--- config.mk ---
export PLATFORM = sky130hd
export DESIGN_NAME = jtbubl_sndcomm
export DESIGN_NICKNAME = d
export VERILOG_FILES = /design/src/rtl/jtbubl_sndcomm.sv
export SDC_FILE = /design/constraint.sdc
export NUM_CORES = 1
export LEC_CHECK = 0
export ABC_AREA = 1
export CAP_MARGIN = 15
export CORE_MARGIN = 3
export CORE_UTILIZATION = 40
export DETAILED_ROUTE_END_ITERATION = 6
export PLACE_DENSITY = 0.82
export RECOVER_POWER = 100
export SKIP_LAST_GASP = 1
export SLEW_MARGIN = 10
export SYNTH_ARGS = -nofsm -noshare
export SYNTH_HDL_FRONTEND = slang
export SYNTH_SLANG_ARGS = --single-unit
export TNS_END_PERCENT = 100
--- constraint.sdc ---
create_clock -name clk -period 1.35 [get_ports clk]
set_input_delay 0.2025 -clock clk [delete_from_list [all_inputs] [get_ports clk]]
set_output_delay 0.2025 -clock clk [all_outputs]
set_load 0.01 [all_outputs]
--- src/rtl/jtbubl_sndcomm.sv ---
// Sound-CPU side of the main<->sound mailbox: command queue, NMI generator and reply latch.
// Define JTBUBL_SNDFIFO_EN for a 4-entry command FIFO; otherwise a single byte latch is used.
module jtbubl_sndcomm #(
    parameter int NMI_LEN = 8
) (
    input  logic       clk,
    input  logic       rst,
    input  logic       cen3,
    input  logic [7:0] snd_latch,
    input  logic       snd_stb,
    output logic       snd_flag,
    input  logic       main_ack,
    output logic [7:0] main_latch,
    output logic       main_stb,
    output logic       main_flag,
    input  logic       cpu_cs,
    input  logic       cpu_rnw,
    input  logic [1:0] cpu_addr,
    input  logic [7:0] cpu_dout,
    output logic [7:0] cpu_din,
    output logic       nmi_n
);

    typedef enum logic {IDLE, PULSE} state_t;

    state_t     state, state_nx;
    logic [7:0] nmi_cnt, nmi_cnt_nx;
    logic       stb_l, ack_l;
    logic       pushed, nmi_en, ovf;
    logic       acc, rd0, rd1, wr0, wr1, wr2;
    logic       push, pop, push_ok, drop, ack_edge, empty;
    logic [7:0] head;

    assign acc      = cpu_cs & cen3;
    assign rd0      = acc &  cpu_rnw & (cpu_addr == 2'd0);
    assign rd1      = acc &  cpu_rnw & (cpu_addr == 2'd1);
    assign wr0      = acc & ~cpu_rnw & (cpu_addr == 2'd0);
    assign wr1      = acc & ~cpu_rnw & (cpu_addr == 2'd1);
    assign wr2      = acc & ~cpu_rnw & (cpu_addr == 2'd2);
    assign push     = snd_stb & ~stb_l;
    assign ack_edge = main_ack & ~ack_l;

    // Edge-detector history follows the inputs even through reset
    always_ff @(posedge clk) begin
        stb_l <= snd_stb;
        ack_l <= main_ack;
    end

`ifdef JTBUBL_SNDFIFO_EN
    logic [7:0] fifo [4];
    logic [1:0] wr_ptr, rd_ptr;
    logic [2:0] cnt;

    assign empty   = (cnt == 3'd0);
    assign head    = fifo[rd_ptr];
    assign pop     = rd0 & ~empty;
    assign push_ok = push & (cnt != 3'd4);
    assign drop    = push & (cnt == 3'd4);

    always_ff @(posedge clk) begin
        if (push_ok) fifo[wr_ptr] <= snd_latch;
    end

    always_ff @(posedge clk) begin
        if (rst) begin
            wr_ptr <= 2'd0;
            rd_ptr <= 2'd0;
            cnt    <= 3'd0;
        end else begin
            if (push_ok) wr_ptr <= wr_ptr + 2'd1;
            if (pop)     rd_ptr <= rd_ptr + 2'd1;
            case ({push_ok, pop})
                2'b10:   cnt <= cnt + 3'd1;
                2'b01:   cnt <= cnt - 3'd1;
                default: cnt <= cnt;
            endcase
        end
    end
`else
    logic [7:0] latch;
    logic       valid;

    assign empty   = ~valid;
    assign head    = latch;
    assign pop     = rd0 & valid;
    assign push_ok = push;
    // Overwriting a byte that is not being read in this same cycle loses it
    assign drop    = push & valid & ~pop;

    always_ff @(posedge clk) begin
        if (rst) begin
            latch <= 8'h00;
            valid <= 1'b0;
        end else if (push) begin
            latch <= snd_latch;
            valid <= 1'b1;
        end else if (pop) begin
            valid <= 1'b0;
        end
    end
`endif

    assign snd_flag = ~empty;

    always_ff @(posedge clk) begin
        if (rst) begin
            pushed     <= 1'b0;
            ovf        <= 1'b0;
            nmi_en     <= 1'b1;
            main_latch <= 8'h00;
            main_stb   <= 1'b0;
            main_flag  <= 1'b0;
        end else begin
            pushed   <= push_ok;
            main_stb <= wr0;
            if (drop)     ovf <= 1'b1;
            else if (rd1) ovf <= 1'b0;
            if (wr1) nmi_en <= cpu_dout[0];
            if (wr0) begin
                main_latch <= cpu_dout;
                main_flag  <= 1'b1;
            end else if (ack_edge) begin
                main_flag  <= 1'b0;
            end
        end
    end

    always_ff @(posedge clk) begin
        if (rst) begin
            state   <= IDLE;
            nmi_cnt <= 8'd0;
        end else begin
            state   <= state_nx;
            nmi_cnt <= nmi_cnt_nx;
        end
    end

    // Pulse length counts cen3 pulses seen while in PULSE; leaves on the last one
    always_comb begin
        state_nx   = state;
        nmi_cnt_nx = nmi_cnt;
        case (state)
            IDLE: begin
                if (pushed && nmi_en) begin
                    state_nx   = PULSE;
                    nmi_cnt_nx = 8'(NMI_LEN);
                end
            end
            PULSE: begin
                if (wr2) begin
                    state_nx   = IDLE;
                    nmi_cnt_nx = 8'd0;
                end else if (cen3) begin
                    nmi_cnt_nx = nmi_cnt - 8'd1;
                    if (nmi_cnt <= 8'd1) state_nx = IDLE;
                end
            end
            default: state_nx = IDLE;
        endcase
    end

    assign nmi_n = (state != PULSE);

    always_comb begin
        cpu_din = 8'hFF;
        case (cpu_addr)
            2'd0:    if (!empty) cpu_din = head;
            2'd1:    cpu_din = {5'b0, ovf, main_flag, snd_flag};
            default: cpu_din = 8'hFF;
        endcase
    end

endmodule

[After elaboration in Yosys (flattened, before gate mapping)]
Cells that the tools add are included.
W data, S select, Z words.
Storage, ports and cells
  output and inout bits: 20
  ROM bits: 0
  bits in latches: 0
  register bits after elaboration: 33
  memories kept: 0
  RAM bits: 0
  logic and storage cells: 59
  input port bits: 25
Operators by class
  equal/unequal tests: 4
  $mul: 0
  reductions and logical operators: 6
  bitwise gates (word level): 18
  add/subtract/negate cells: 1
  divide/modulo/power cells: 0
  order comparisons: 1
  shifts and indexed selects: 0
  muxes and demuxes: 17
Operators by type and width (count)
  $mux W8: 4
  $pmux W8 S2: 2
  $and A1 B1 Y1: 13
  $mux W1: 10
  $le A8 B1 Y1 const B: 1
  $sub A8 B1 Y8 const B: 1
  $reduce_bool A2 Y1: 3
  $not A1 Y1: 5
  $ne A3 B2 Y1 const B: 1
  $eq A2 B1 Y1 const B: 1
  $eq A2 B2 Y1 const B: 1
  $logic_not A2 Y1: 1
  $ne A2 B1 Y1 const B: 1
  $pmux W1 S2: 1
  $reduce_and A2 Y1: 1
  $logic_and A1 B1 Y1: 1

[Logic depth before layout (Yosys ltp)]
Gate-level depths: netlist of the first run.
  depth after elaboration: 7
  mapped depth: 9
  depth with buffers taken out: 9

[Worst setup path before layout of the first run]
OpenSTA, ideal clock, no wires.
  path kind: reg2reg
  from: register nmi_cnt[0]
  to: register state
  stages on the path, launching flop included: 7
  setup slack: 0.156 ns
  data arrival time: 1.124 ns
  path buffers: 0
  required time: 1.280 ns
  setup time: 0.070 ns
  period minus slack after synthesis: 1.194 ns
  cells stage by stage: dfxtp_1 -> inv_1 -> ha_1 -> or2_2 -> nand4_1 -> nand2_1 -> a21oi_1
Between the ends
  longest elaborated chain between the ends: 5
Ends and longest elaborated chain
  start, declared: RTL line 27  | logic [7:0] nmi_cnt, nmi_cnt_nx;
  start signal, assigned: RTL line 134  | nmi_cnt <= nmi_cnt_nx;
  $le A8 B1 Y1: RTL line 155  | if (nmi_cnt <= 8'd1) state_nx = IDLE;
  $mux W1: RTL line 155
  $mux W1: RTL line 153  | end else if (cen3) begin
  $mux W1: RTL line 150  | if (wr2) begin
  $pmux W1 S2: RTL line 142  | case (state)
  end signal, assigned: RTL line 133  | state <= state_nx;
  end, declared: RTL line 26  | state_t state, state_nx;
No other way between the ends.
A chain may end at the register's enable or synchronous reset.

[Worst setup path after layout of the first run]
  from: register valid (netlist: snd_flag)
  to: output cpu_din[1]
Between the ends
  longest elaborated chain between the ends: 2
Ends and longest elaborated chain
  start, declared: RTL line 81  | logic valid;
  start signal, assigned: RTL line 93  | valid <= 1'b0;
  start signal, assigned: RTL line 96  | valid <= 1'b1;
  start signal, assigned: RTL line 98  | valid <= 1'b0;
  $mux W8: RTL line 167  | 2'd0: if (!empty) cpu_din = head;
  $pmux W8 S2: RTL line 166  | case (cpu_addr)
  end, declared: RTL line 20  | output logic [7:0] cpu_din,
No other way between the ends.

==> out/metrics.yaml, run 1 <==
global_route:
  grt_pass1_vias: 1325
  antenna_found_initial: 0
  grtUsageTotal: 0.174
  use_met2: 0.266
  grt_use_met3: 0.0816
  use_met1: 0.215
  grt_pass1_wl_um: 5890
  grt_max_degree: 15
  gr-max-usage-layer: "met2"
  grt-ovfl-total: 0
floorplanning:
  num_io_pins: 45
  initial_core_util: 0.426
  dieWidth_um: 66.3
  die_y_um: 66.3
  die_area_um2: 4390
  rows: 21
  core_area_um2: 3420
synth:
  yosysTopAreaCellShare: 0.454
  avgSynthCellArea_um2: 7.13
  synth.net_count: 231
  synthFlopType: "dfxtp_1"
  yosysUniqueCellTypes: 23
  synth_area_um2: 1450
  ys_ff_latch: 33
  yosysTopAreaCell: "dfxtp_1"
  synth_seq_area_share: 0.454
  synthCells: 204
  yosysWarnings: 0
  synth_edf_count: 0
  ys_top_cells_by_area: "dfxtp_1 45%, nor2_1 11%, o21ai_0 11%, nand2_1 7.7%, inv_1 4.9%"
  synth_most_common_cell: "nor2_1"
  synth_commonest_cells: "44 x nor2_1, 33 x dfxtp_1, 32 x o21ai_0"
  async_flop_share: 0
placement:
  place_inst: 304
  numPortBuffers: 44
  routabilityCongestion: 0.850
  hpwl_um: 2700
timing:
  setup_ws_ns: -0.0750
  finalCriticalPeriod_ns: 1.42
  setup_viol: 4
  fin_tns_setup_ns: -0.216
  rsz0062_at_grt: "true"
  fin_skew_ns: 0.0141
  slew_violations: 0
  post-route-period-util: 1.06
  maxSlewHeadroom: 0.789
  finalHoldViolCount: 0
  tightest_slew_ns: 0.317
  max_freq_ghz: 0.702
worst_setup_path:
  worstPathArrival_ns: 1.22
  worstSetupPathType: "register to output port"
  path_cells: "inv_4 > o32a_1 > buf_2"
  worst-endpoint-required_ns: 1.15
  cpPeakStageDelay_ns: 0.36
  cpMaxStageDelayCell: "dfxtp_2"
  crit_family: "flip-flops"
  cp-start-kind: "register"
  end_kind: "output port"
  path_buf_inv: 2
  cp_max_fo: 9
cells_and_area:
  seq_area_um2: 666
  num-fill-cells: 307
  instances_no_fill: 314
  drive_gt1_frac: 0.172
  diodes: 0
  areaGrowthSynthToFinish_pct: 42.9
  multi_input_area_um2: 678
  fin_nets: 294
power:
  power_density_nw_per_um2: 1080
  switching_share: 0.260
  internal_power_mw: 1.66
  p_leak_nw: 0.970
  p_clk_frac: 0.348
  peakVddDrop_mv: 0.872
  seqPwrFrac: 0.474
  netSwitchingPower_mw: 0.583
  fin_total_pwr_mw: 2.24
  pwr-share-comb: 0.178
clock_tree:
  clk_pin_slew_ns: 0.11
  clock_path_buffers: 2
  htreeDepth: 2
  clk_latency_ns: 0.34
  root_buffer: "clkbuf_4"
  cts_tree: "yes"
  cts_made_buffers: 5
  cts.sinks: 33
status:
  violations: "negative setup slack"
  status: "finished, violations left"
detailed_routing:
  drtPass1Iterations: 4
  wl_per_cell_um: 11.1
  vias: 1509
  ant_nets: 0
  avgViaCountPerCell: 4.81
  drt_first_iter_violations: 68
  drc: 0
  finalWirelength_um: 3500
hold_path:
  hp-class: "input port to register"
run:
  maxCapViolations: 0
flip-flops by register name, indices dropped and copies added (netlist names):
name,flops
stb_l,1
main_stb,1
head,8
ack_l,1
main_flag,1
pushed,1
main_latch,8
nmi_cnt,8
snd_flag,1
nmi_en,1
state,1
ovf,1
path summary, 6_finish.rpt:
check                                  end  startpoint  slack, ns  cells past startpoint
worst max-delay path            cpu_din[1]    snd_flag      -0.07                      3
worst min-delay path                 stb_l     snd_stb       0.43                      1
worst max register to register       state  nmi_cnt[0]       0.07                      6
worst min register to register       state       state       0.48                      1
routing by layer:
metal / share of wire / vias up
met5: 0 / -
met1: 0.45 / 672
met4: 0.014 / 0
met3: 0.079 / 5
met2: 0.46 / 43
li1: - / 789
worst reg2reg max path, cell delays in order, from the launching register on:
cell     delay, ns
dfxtp_2       0.35
inv_1         0.05
ha_1          0.22
or2_2         0.30
nand4_1       0.11
nand2_1       0.06
a21oi_1       0.11
power groups by stage:
stage,logic (mW),registers (mW),clock network [mW]
2_1_floorplan,0.222,1.08,0
3_3_place_gp,0.412,1.08,0
3_5_place_dp,0.421,1.08,0
4_1_cts,0.406,1.06,0.797
5_1_grt,0.452,1.07,0.829
6_report,0.399,1.06,0.780
stage by stage:
stage / utilization / area, µm² / worst slack (ns) / hold WS (ns)
2_1_floorplan: - / 1450 / 0.156 / 0.230
3_3_place_gp: 0.594 / 2030 / -0.452 / 0.469
3_5_place_dp: 0.594 / 2030 / -0.529 / 0.483
4_1_cts: 0.615 / 2100 / -0.184 / 0.317
5_1_grt: 0.608 / 2080 / -0.123 / 0.429
6_report: 0.608 / 2080 / -0.0750 / 0.433
cells in the final DEF, fill, tap and decap left out, types with 2 or more instances in the layout:
cell type / n
dfxtp_2: 4
nand2_1: 32
clkbuf_2: 3
dlygate4sd2_1: 14
clkbuf_4: 5
ha_1: 2
clkbuf_1: 2
dlygate4sd3_1: 3
nand3_1: 9
o21ai_1: 5
buf_4: 14
nor2_1: 44
o21ai_0: 28
inv_2: 6
o32a_1: 2
inv_1: 17
clkdlybuf4s50_1: 19
a21oi_1: 10
nand4_1: 2
dfxtp_1: 29
buf_2: 4
logic make-up (layout without fill, tap and decap cells):
logic type,count (synthesis),in the layout,synth area share
buffers and inverters,27,91,0.0757
XOR/XNOR,1,1,0.00603
adder cells (fa/ha/maj),2,2,0.0172
AND/OR/NAND/NOR,93,93,0.270
flip-flops,33,33,0.454
AO/OA/AOI/OAI,48,48,0.176
layout make-up:
class                   instances  area share
clock buffers                   7      0.0265
clock inverters                 1      0.0145
inverters                      24      0.0446
multi-input cells             144       0.327
flip-flops and latches         33       0.320
well taps                      46      0.0277
repair buffers                 59       0.240
what timing repair did:
action / 4_1_cts / 5_1_grt
pin swaps: 1 / 1
resized for setup: 36 / 18
setup buffers: 1 / 1
hold endpoints to repair: 0 / 0
setup endpoints to repair: 20 / 10
hold buffers: 0 / 0
Power figures use the tool's default switching activity.
==> run 2: changes to the inputs <==
CTS_CLUSTER_DIAMETER = 100   (was default)
==> results of run 2 <==
The final DEF is identical to that of run 1; final timing and power are the same.
==> run 3: changes to the inputs <==
HOLD_SLACK_MARGIN = 0.12   (was default)
==> results of run 3 <==
The final DEF is identical to that of run 1; final timing and power are the same.
